### src/rtl/alu_arbiter_pkg.sv
// rtl/alu_arbiter_pkg.sv - arbiter state, requester id and ALU flag types
package alu_arbiter_pkg;

    typedef enum logic [1:0] {
        S_IDLE = 2'd0,
        S_EXEC = 2'd1,
        S_RESP = 2'd2
    } state_t;

    typedef logic id_t;

    // Bit order matches the resp_flags port: {z, n, c, sn}
    typedef struct packed {
        logic z;
        logic n;
        logic c;
        logic sn;
    } flags_t;

endpackage

### src/rtl/alu_instr_pkg.sv
// rtl/alu_instr_pkg.sv - opcodes, instruction format and result width shared by ALU users
package alu_instr_pkg;

    typedef enum logic [1:0] {
        OP_NOP = 2'd0,
        OP_ADD = 2'd1,
        OP_SUB = 2'd2,
        OP_MUL = 2'd3
    } opcode_t;

    typedef logic [7:0]  word_t;
    typedef logic [15:0] long_t;

    typedef struct packed {
        opcode_t op;
        word_t   arg0;
        word_t   arg1;
    } instruction_t;

endpackage

### src/rtl/alu_arbiter_alu.sv
// rtl/alu_arbiter_alu.sv - combinational 8-bit ALU with carry-in on ADD and 16-bit MUL product
module alu_arbiter_alu
    import alu_instr_pkg::*;
    import alu_arbiter_pkg::*;
(
    input  opcode_t    op,
    input  word_t      a,
    input  word_t      b,
    input  logic       cin,
    output long_t      result,
    output flags_t     flags
);

    logic [8:0]  sum9;
    logic [15:0] prod;
    logic        ovf;

    // SUB carry is the ARM-style "no borrow" bit; only ADD consumes carry-in
    always_comb begin
        sum9   = '0;
        prod   = '0;
        ovf    = 1'b0;
        result = '0;
        flags  = '0;
        case (op)
            OP_ADD: begin
                sum9     = {1'b0, a} + {1'b0, b} + {8'b0, cin};
                ovf      = (a[7] == b[7]) && (sum9[7] != a[7]);
                result   = {8'h00, sum9[7:0]};
                flags.z  = (sum9[7:0] == 8'h00);
                flags.n  = sum9[7];
                flags.c  = sum9[8];
                flags.sn = sum9[7] ^ ovf;
            end
            OP_SUB: begin
                sum9     = {1'b0, a} + {1'b0, ~b} + 9'd1;
                ovf      = (a[7] != b[7]) && (sum9[7] != a[7]);
                result   = {8'h00, sum9[7:0]};
                flags.z  = (sum9[7:0] == 8'h00);
                flags.n  = sum9[7];
                flags.c  = sum9[8];
                flags.sn = sum9[7] ^ ovf;
            end
            OP_MUL: begin
                prod     = 16'(a) * 16'(b);
                result   = prod;
                flags.z  = (prod == 16'h0000);
                flags.n  = prod[15];
                flags.c  = |prod[15:8];
                flags.sn = 1'b0;
            end
            default: begin
                result = '0;
                flags  = '0;
            end
        endcase
    end

endmodule

### src/rtl/alu_arbiter.sv
// rtl/alu_arbiter.sv - two-requester round-robin front end for a shared multi-cycle ALU
module alu_arbiter
    import alu_instr_pkg::*;
    import alu_arbiter_pkg::*;
#(
    parameter int MUL_LATENCY = 2
) (
    input  logic         clk,
    input  logic         reset,
    input  logic [1:0]   req_valid,
    output logic [1:0]   req_ready,
    input  instruction_t req_instr0,
    input  instruction_t req_instr1,
    output logic         resp_valid,
    input  logic         resp_ready,
    output id_t          resp_id,
    output long_t        resp_result,
    output logic [3:0]   resp_flags,
    output logic         busy
);

    state_t       state, state_nx;
    instruction_t instr_q, sel_instr;
    id_t          id_q, last_grant, grant;
    logic [3:0]   cnt_q;
    logic [1:0]   carry_q;
    flags_t       flags_q, alu_flags;
    long_t        alu_result;
    logic         offer, accept, exec_done;

    alu_arbiter_alu u_alu (
        .op     (instr_q.op),
        .a      (instr_q.arg0),
        .b      (instr_q.arg1),
        .cin    (carry_q[id_q]),
        .result (alu_result),
        .flags  (alu_flags)
    );

    always_comb begin
        state_nx  = state;
        req_ready = 2'b00;
        // Contention goes to whoever did not win last; a lone requester always wins
        grant     = (req_valid == 2'b11) ? ~last_grant : req_valid[1];
        sel_instr = grant ? req_instr1 : req_instr0;
        offer     = !reset && (state == S_IDLE || (state == S_RESP && resp_ready));
        if (offer && (req_valid != 2'b00))
            req_ready = grant ? 2'b10 : 2'b01;
        accept    = (req_ready != 2'b00);
        exec_done = (state == S_EXEC) && (cnt_q == 4'd1);
        case (state)
            S_IDLE: if (accept) state_nx = S_EXEC;
            S_EXEC: if (exec_done) state_nx = S_RESP;
            S_RESP: if (resp_ready) state_nx = accept ? S_EXEC : S_IDLE;
            default: state_nx = S_IDLE;
        endcase
    end

    always_ff @(posedge clk) begin
        if (reset) begin
            state       <= S_IDLE;
            instr_q     <= '0;
            id_q        <= 1'b0;
            last_grant  <= 1'b1;
            cnt_q       <= 4'd0;
            carry_q     <= 2'b00;
            resp_id     <= 1'b0;
            resp_result <= '0;
            flags_q     <= '0;
        end else begin
            state <= state_nx;
            if (accept) begin
                instr_q    <= sel_instr;
                id_q       <= grant;
                last_grant <= grant;
                cnt_q      <= (sel_instr.op == OP_MUL) ? 4'(MUL_LATENCY) : 4'd1;
            end else if (state == S_EXEC) begin
                cnt_q <= cnt_q - 4'd1;
            end
            if (exec_done) begin
                resp_id     <= id_q;
                resp_result <= alu_result;
                flags_q     <= alu_flags;
                if (instr_q.op != OP_NOP)
                    carry_q[id_q] <= alu_flags.c;
            end
        end
    end

    assign resp_valid = (state == S_RESP);
    assign resp_flags = flags_q;
    assign busy       = (state != S_IDLE);

endmodule

### config.mk
export PLATFORM = sky130hd
export DESIGN_NAME = alu_arbiter
export DESIGN_NICKNAME = d
export VERILOG_FILES = /design/src/rtl/alu_arbiter_pkg.sv /design/src/rtl/alu_instr_pkg.sv /design/src/rtl/alu_arbiter_alu.sv /design/src/rtl/alu_arbiter.sv
export SDC_FILE = /design/constraint.sdc
export NUM_CORES = 1
export LEC_CHECK = 0
export CORE_MARGIN = 2
export CORE_UTILIZATION = 25
export DETAILED_ROUTE_END_ITERATION = 8
export GPL_ROUTABILITY_DRIVEN = 0
export HOLD_SLACK_MARGIN = 0.08
export PLACE_DENSITY = 0.5
export SLEW_MARGIN = 25
export SYNTH_ARGS = -nofsm -noshare
export SYNTH_HDL_FRONTEND = slang
export SYNTH_SLANG_ARGS = --single-unit
### constraint.sdc
create_clock -name clk -period 5.37 [get_ports clk]
set_input_delay 1.074 -clock clk [delete_from_list [all_inputs] [get_ports clk]]
set_output_delay 1.074 -clock clk [all_outputs]
set_load 0.02 [all_outputs]
==> impl_metrics.csv, run 1 <==
group,metric,value,unit
run_status,status,"finished clean",
synth,async_reset_ff_frac,0,
layout,area_growth,23.3,%
worst_setup_path,required,5630,ps
timing,max_freq,195,MHz
worst_setup_path,ff2ff_path_depth,15,
layout,drive_above_1_share,0.0699,
layout,nNetsFinal,792,
worst_setup_path,crit_family,"adder cells",
route,wl_per_cell,15.4,um
worst_setup_path,r2r_start,"instr_q[11]",
clocking,cts.sinks,49,
global_routing,grt_usage,0.137,
worst_setup_path,path_max_fanout,10,
worst_setup_path,r2r-end,"carry_q[1]",
synth,yosysWarnings,0,
route,ant_nets,0,
floorplan,core_area,20000,sq um
timing,slew_violations,0,
run,maxCapViolations,0,
layout,final_common_cell,"clkdlybuf4s50_1",
floorplan,num_io_pins,66,
hold_path,min_from,"resp_result[12]",
floorplan,start_util,0.253,
route,avgViaCountPerCell,4.73,
timing,tightest_slew,994,ps
worst_setup_path,cp-end-kind,"flip-flop",
floorplan,die_y,146,um
worst_setup_path,crit_type,"flip-flop to flip-flop",
placed_design,io_buffer_count,65,
clocking,ctsResizeCount,0,
timing,finalSetupViolations,0,
worst_setup_path,path_buf_inv,2,
synth,synth_edf_count,0,
synth,syn-num-nets,728,
synth,netlist_instances,593,
clocking,cts_root_buf,"clkbuf_16",
global_routing,antenna_found_initial,0,
hold_path,hold_path_depth,2,
hold_path,worstHoldEndpoint,"resp_result[12]",
global_routing,grt_pass1_vias,4491,
floorplan,rows,52,
timing,period_needed,5140,ps
power_and_ir_drop,leakage,2.77,nW
global_routing,grt_pass1_wl,23.6,mm
worst_setup_path,worstSetupStartpointType,"flip-flop",
worst_setup_path,slowest_delay,540,ps
timing,rsz0062_at_grt,"no",
floorplan,die_w,146,um
timing,fin_tns_setup,0,ps
floorplan,dieArea,21400,sq um
clocking,clkTransAtPathRegs,70,ps
synth,synth_cell_type_count,63,
layout,final_cell_mix,"65 x clkdlybuf4s50_1, 64 x inv_1, 63 x nor2_1, 54 x ha_1, 49 x dfxtp_1",
worst_setup_path,arrival,5390,ps
clocking,cts_tree,"done",
timing,worst_slack,231,ps
power_and_ir_drop,finalPower,1.65,mW
worst_setup_path,cp_common_cell,"fa_1",
timing,fin_worst_skew,7.36,ps
synth,netlist_area,5070,sq um
clocking,cts_setup_buffers,0,
timing,relSlewSlack,0.320,
worst_setup_path,reg2reg_slack,230,ps
route,drt_iter0_drc,237,
synth,synth_area_per_cell,8.54,sq um
clocking,cts_buffer_depth,2,
clocking,htreeDepth,2,
timing,finalHoldViolations,0,
worst_setup_path,path_cells,"and2_1, fa_1, fa_1, fa_1, inv_1, fa_1, inv_1, ha_1, o211ai_1, o21ai_2, o31a_4, a211o_1, a2111oi_4, a2111o_1, a32o_2",
synth,ys_ff_latch,49,
synth,ys.flop_type,"dfxtp_1",
placed_design,dp_hpwl,11.6,mm
power_and_ir_drop,peakVddDrop,128,uV
hold_path,worst_hold_path_type,"flip-flop to flip-flop",
layout,n_antenna_cell,0,
placed_design,place_ws,235,ps
route,via_count,4390,
clocking,insertion_delay,310,ps
clocking,ctsHoldBuffers,0,
global_routing,grt-ovfl-total,0,
synth,ys_seq_area_frac,0.194,
layout,fillers,2193,
route,drtPass1Iterations,4,
clocking,cts_made_buffers,5,
global_routing,grt_max_degree,41,
timing,holdWs,460,ps
route,drc,0,
worst_setup_path,cpMaxStageDelayCell,"fa_1",
route,routed_wl,14.3,mm
power_and_ir_drop,power_density,264,nW/um^2
timing,min_period_over_period,0.957,
==> metrics by stage <==
stage	util	cells	instance area, sq um
after CTS	0.312	928	6250
after global placement	0.303	920	6080
after floorplan	-	593	5070
after global routing	0.312	928	6250
final	0.312	928	6250
after detailed placement	0.303	920	6080
==> worst max-delay path by stage <==
| stage | from | slack [ps] | to | cells past startpoint |
|---|---|---|---|---|
| 3_5_place_dp | instr_q[8] | 230 | carry_q[1] | 16 |
| 6_report | instr_q[11] | 230 | carry_q[1] | 15 |
| 4_1_cts | instr_q[8] | 220 | carry_q[1] | 16 |
| 3_3_place_gp | instr_q[8] | 310 | carry_q[1] | 16 |
| 5_1_grt | instr_q[6] | 4 | carry_q[1] | 16 |
| 2_1_floorplan | instr_q[9] | 570 | carry_q[1] | 17 |
==> final cells by class <==
cell class / instances / area, sq um / share of cell area
multi-input combinational: 458 / 3760 / 0.602
sequential: 49 / 981 / 0.157
timing repair buffer: 79 / 756 / 0.121
tap: 270 / 338 / 0.0541
inverter: 64 / 240 / 0.0385
clock buffer: 5 / 125 / 0.0200
clock inverter: 3 / 43.8 / 0.00701
==> logic make-up after synthesis <==
group / synth area share
compound gates: 0.191
xor+xnor: 0.0398
fa+ha+maj: 0.291
buf+inv: 0.0645
flops: 0.194
mux: 0.0383
simple gates: 0.182
==> synth_stat cells, types with 15 or more instances <==
cell       n  share of area
fa_1      40           0.16
nor2_1    63          0.047
clkbuf_1  16          0.012
nand2_1   35          0.026
and2_1    32          0.040
dfxtp_1   49           0.19
inv_1     64          0.047
nor3_1    15          0.015
mux2i_1   16          0.032
o21ai_0   23          0.023
a21oi_1   26          0.026
ha_1      54           0.13
==> sequential cells by signal, indices dropped and copies added (netlist names), 2 cells and up <==
name,flops
state,2
resp_result,16
resp_flags,4
cnt_q,4
carry_q,2
instr_q,18
==> per-layer routing <==
layer	vias up	share of wire	GRT usage
met1	2109	0.48	0.188
met5	-	0	0
met2	90	0.46	0.224
met4	0	0.020	0.0427
met3	19	0.032	0.0191
li1	2172	-	-
==> tightest hold or removal path: stages, from the launching register on <==
cell and delay, ps:
dfxtp_1 310, nand2_1 50, a21oi_1 50
==> power by group <==
part	switching, mW	internal [mW]
logic	0.457	0.338
clock network	0.154	0.221
registers	0.0669	0.414
(Power assumes the default switching activity.)
==> run 2, diff against run 1 <==
Settings changed: PLACE_DENSITY 0.5 to default, PLACE_DENSITY_LB_ADDON from default to 0.15.
Clock period 5.37 ns to 4.15 ns, I/O delays scaled along.
==> impl_metrics.csv, run 2 (synthesis gave the netlist of run 1 again) <==
group,metric,value,unit
run_status,status,"finished, violations left",
run_status,violations,"setup timing",
global_routing,grt_max_degree,41,
timing,relSlewSlack,0.352,
layout,final_cell_mix,"89 x buf_4, 65 x clkdlybuf4s50_1, 61 x nor2_1, 57 x inv_1, 46 x ha_1",
clocking,cts_tree,"done",
timing,slew_violations,0,
timing,max_freq,213,MHz
worst_setup_path,path_max_fanout,4,
worst_setup_path,slowest_delay,560,ps
global_routing,grt_usage,0.146,
clocking,ctsHoldBuffers,0,
layout,largest_reg_flops,18,
clocking,htreeDepth,2,
worst_setup_path,path_buf_inv,4,
clocking,clkTransAtPathRegs,70,ps
placed_design,place_area,6700,sq um
layout,fin_area,7150,sq um
route,wl_per_cell,15.3,um
layout,nNetsFinal,875,
run,maxCapViolations,0,
power_and_ir_drop,peakVddDrop,175,uV
floorplan,rows,52,
layout,area_growth,41.2,%
clocking,insertion_delay,300,ps
layout,largest_register,"instr_q",
worst_setup_path,crit_family,"adder cells",
layout,reg_top3,"instr_q x18, resp_result x16",
layout,n_antenna_cell,0,
worst_setup_path,cpMaxStageDelayCell,"fa_1",
layout,finalNonFillerCells,1011,
global_routing,grt_pass1_wl,24.8,mm
worst_setup_path,cp.depth,17,
worst_setup_path,cp_common_cell,"fa_1",
worst_setup_path,worstSetupStartpointType,"flip-flop",
floorplan,core_area,20000,sq um
global_routing,antenna_found_initial,0,
hold_path,worst_hold_path_type,"flip-flop to flip-flop",
layout,drive_above_1_share,0.255,
power_and_ir_drop,power_density,318,nW/um^2
clocking,cts.sinks,49,
clocking,cts_root_buf,"clkbuf_16",
worst_setup_path,arrival,4890,ps
route,drc,0,
floorplan,start_util,0.253,
worst_setup_path,crit_type,"flip-flop to flip-flop",
floorplan,dieArea,21400,sq um
clocking,cts_buffer_depth,2,
placed_design,dp.cells,990,
worst_setup_path,ff2ff_path_depth,17,
route,via_count,4682,
floorplan,die_w,146,um
route,routed_wl,15.4,mm
clocking,cts_made_buffers,5,
layout,fillers,2118,
route,ant_nets,0,
timing,tightest_slew,971,ps
power_and_ir_drop,finalPower,2.27,mW
timing,finalSetupViolations,9,
timing,finalHoldViolations,0,
timing,period_needed,4690,ps
worst_setup_path,cp-end-kind,"flip-flop",
timing,rsz0062_at_grt,"yes",
route,drtPass1Iterations,7,
route,drt_iter0_drc,222,
route,avgViaCountPerCell,4.63,
layout,final_common_cell,"buf_4",
timing,min_period_over_period,1.13,
hold_path,hold_path_depth,2,
worst_setup_path,path_cells,"buf_6, and2_4, fa_2, fa_1, fa_1, inv_2, fa_1, inv_2, ha_4, o211ai_1, o21ai_2, o31a_4, buf_6, xnor2_2, nand3_1, a2111o_1, a32o_2",
global_routing,grt-ovfl-total,0,
floorplan,num_io_pins,66,
timing,fin_tns_setup,-3210,ps
global_routing,grt_pass1_vias,4704,
power_and_ir_drop,leakage,3.21,nW
timing,worst_slack,-540,ps
worst_setup_path,required,4350,ps
floorplan,die_y,146,um
placed_design,io_buffer_count,65,
placed_design,dp_hpwl,12.7,mm
timing,fin_worst_skew,6.07,ps
-- run 2: cell types whose count changed in the layout (fill, tap and decap cells not counted), sizes merged --
cell and delta:
clkbuf +1, bufinv -1, buf +83
-- run 2: area by class of cell --
| cell class | instances | area [sq um] | area share |
|---|---|---|---|
| multi-input cells | 458 | 3990 | 0.558 |
| repair buffers | 162 | 1410 | 0.197 |
| flip-flops and latches | 49 | 1030 | 0.144 |
| well taps | 270 | 338 | 0.0472 |
| inverters | 64 | 245 | 0.0343 |
| clock buffers | 6 | 129 | 0.0180 |
| clock inverters | 2 | 13.8 | 0.00192 |
-- run 2: worst paths after layout --
| kind | startpoint | to | slack, ps |
|---|---|---|---|
| setup / recovery | instr_q[12] | carry_q[1] | -540 |
| hold / removal | resp_id | resp_id | 460 |
| setup reg to reg | instr_q[12] | carry_q[1] | -540 |
| hold reg to reg | resp_id | resp_id | 460 |
-- run 2: through the flow --
stage	worst slack, ps	utilization	hold WS (ps)
5_1_grt	-645	0.357	490
2_1_floorplan	-320	-	443
6_report	-540	0.357	463
3_5_place_dp	-648	0.334	452
4_1_cts	-563	0.353	462
3_3_place_gp	-594	0.334	442
-- run 2: worst register-to-register path, stage by stage (launching register included) --
cell and delay, ps:
dfxtp_4 360, buf_6 120, and2_4 130, fa_2 400, fa_1 510, fa_1 560, inv_2 40, fa_1 490
inv_2 50, ha_4 250, o211ai_1 100, o21ai_2 130, o31a_4 330, buf_6 130, xnor2_2 130, nand3_1 120
a2111o_1 480, a32o_2 280
-- run 2: timing repair --
action                                  4_1_cts  5_1_grt
endpoints found under the setup margin       11       11
buffers inserted                             11        4
gates resized for setup                      45       16
pin swaps                                    36       21
-- run 2: where the power goes --
group | internal, mW | total (mW) | switching [mW]
Sequential | 0.543 | 0.636 | 0.0931
Clock | 0.226 | 0.422 | 0.197
Combinational | 0.576 | 1.22 | 0.640
-- run 2: layer usage --
layer,vias to the layer above,global-route usage,part of all wire
met1,2248,0.201,0.48
met2,85,0.242,0.48
met4,0,0.0393,0.011
li1,2340,-,-
met3,9,0.0172,0.028
met5,-,0,0
==> run 3, diff against run 2 <==
Settings changed: PLACE_DENSITY from default to 0.48, PLACE_DENSITY_LB_ADDON 0.15 to default.
==> impl_metrics.csv, run 3 (synthesis gave the netlist of run 1 again) <==
group,metric,value,unit
run_status,status,"finished, violations left",
floorplan,core_area,20000,sq um
power_and_ir_drop,clock_power_share,0.195,
layout,final-seq-area,1020,sq um
route,avgViaCountPerCell,4.65,
layout,nNetsFinal,878,
clocking,cts_tree,"done",
global_routing,grt_usage,0.145,
timing,relSlewSlack,0.332,
worst_setup_path,crit_family,"adder cells",
layout,utilization,0.362,
worst_setup_path,arrival,4840,ps
run,maxCapViolations,0,
layout,n_antenna_cell,0,
timing,holdWs,457,ps
hold_path,worst_hold_path_type,"flip-flop to flip-flop",
route,routed_wl,15.3,mm
worst_setup_path,required,4350,ps
clocking,clkTransAtPathRegs,80,ps
power_and_ir_drop,switchingPower,954,uW
power_and_ir_drop,p_sw_frac,0.412,
timing,min_period_over_period,1.12,
route,drc,0,
timing,worst_slack,-489,ps
power_and_ir_drop,pwr-share-comb,0.532,
global_routing,grt_pass1_wl,25.0,mm
worst_setup_path,slowest_delay,510,ps
worst_setup_path,worstSetupStartpointType,"flip-flop",
timing,period_needed,4640,ps
clocking,cts_buffer_depth,2,
timing,finalHoldViolations,0,
floorplan,rows,52,
floorplan,dieArea,21400,sq um
layout,area_growth,43.2,%
power_and_ir_drop,power_density,319,nW/um^2
layout,final_cell_mix,"87 x buf_4, 65 x clkdlybuf4s50_1, 61 x nor2_1, 59 x inv_1, 44 x ha_1",
worst_setup_path,cp-end-kind,"flip-flop",
timing,fin_worst_skew,11.2,ps
floorplan,start_util,0.253,
layout,multi_input_area,4040,sq um
timing,fin_tns_setup,-3130,ps
worst_setup_path,cpMaxStageDelayCell,"fa_1",
global_routing,grt_pass1_vias,4838,
route,ant_nets,0,
worst_setup_path,path_buf_inv,4,
clocking,insertion_delay,310,ps
timing,slew_violations,0,
power_and_ir_drop,seqPwrFrac,0.273,
clocking,cts_made_buffers,5,
layout,largest_reg_flops,18,
placed_design,io_buffer_count,65,
run_status,violations,"setup timing",
power_and_ir_drop,leakage,3.23,nW
power_and_ir_drop,peakVddDrop,165,uV
floorplan,num_io_pins,66,
timing,max_freq,216,MHz
clocking,cts_root_buf,"clkbuf_16",
layout,largest_register,"instr_q",
placed_design,dp_hpwl,12.4,mm
floorplan,die_w,146,um
route,wl_per_cell,15.1,um
route,via_count,4715,
floorplan,die_y,146,um
placed_design,place_ws,-711,ps
clocking,cts.sinks,49,
worst_setup_path,path_cells,"nand2_4, fa_1, fa_1, inv_1, fa_1, inv_1, fa_1, inv_2, ha_4, o211ai_1, o21ai_2, buf_4, o2111ai_4, o211ai_1, nand3_1, a2111o_1, a32o_2",
placed_design,place_area,6730,sq um
layout,drive_above_1_share,0.254,
layout,fin_area,7260,sq um
worst_setup_path,crit_type,"flip-flop to flip-flop",
global_routing,grt_max_degree,41,
timing,finalSetupViolations,8,
route,drtPass1Iterations,4,
worst_setup_path,cp_common_cell,"fa_1",
global_routing,antenna_found_initial,0,
timing,tightest_slew,976,ps
route,drt_iter0_drc,285,
power_and_ir_drop,p_int,1.36,mW
worst_setup_path,path_max_fanout,7,
layout,final_common_cell,"buf_4",
global_routing,grt-ovfl-total,0,
clocking,ctsHoldBuffers,0,
layout,fillers,2130,
clocking,htreeDepth,2,
timing,rsz0062_at_grt,"yes",
layout,reg_top3,"instr_q x18, resp_result x16",
run 3: cell types whose count changed in the layout (fill, tap and decap cells not counted), sizes merged:
cell and change:
inv +2, clkinv -1, buf +3, clkbuf -1
run 3: worst paths after layout:
kind,start,end,slack (ps),cells after the start
hold reg to reg,resp_result[14],resp_result[14],460,2
setup reg to reg,instr_q[10],carry_q[1],-490,17
hold / removal,resp_result[14],resp_result[14],460,2
setup / recovery,instr_q[10],carry_q[1],-490,17
run 3: per-layer routing:
metal	global-route usage	wire, um	vias up
met5	0	0	-
met4	0.0466	341	0
met3	0.0181	538	19
met1	0.194	7150	2252
met2	0.242	7240	105
li1	-	-	2339
run 3: layout make-up:
class,instances,share of cell area
Clock buffer,5,0.0172
Clock inverter,3,0.00397
Inverter,64,0.0338
Multi-Input combinational cell,458,0.556
Sequential cell,49,0.141
Tap cell,270,0.0466
Timing Repair Buffer,165,0.201
run 3: timing repair:
action,in CTS,in global routing
buffers inserted,11,6
gates cloned,0,0
endpoints found under the setup margin,11,11
pin swaps,51,24
gates resized for setup,49,16
run 3: power by group through the flow:
stage               sequential [mW]  clock [mW]  combinational [mW]
finish                        0.632       0.452                1.23
global route                  0.646       0.486                1.36
CTS                           0.631       0.458                1.21
detailed placement            0.638           0                1.16
global placement              0.634           0                1.15
floorplan                     0.635           0               0.705
run 3: worst register-to-register path, stage by stage (launching register included):
cell and delay, ps:
dfxtp_4 400, nand2_4 60, fa_1 510, fa_1 510
inv_1 50, fa_1 470, inv_1 50, fa_1 490
inv_2 50, ha_4 280, o211ai_1 100, o21ai_2 260
buf_4 180, o2111ai_4 110, o211ai_1 160, nand3_1 130
a2111o_1 470, a32o_2 280
run 3: stage by stage:
stage	instances	power, mW
global route	1014	2.49
floorplan	593	1.34
global placement	992	1.79
CTS	1009	2.30
finish	1014	2.32
detailed placement	992	1.80
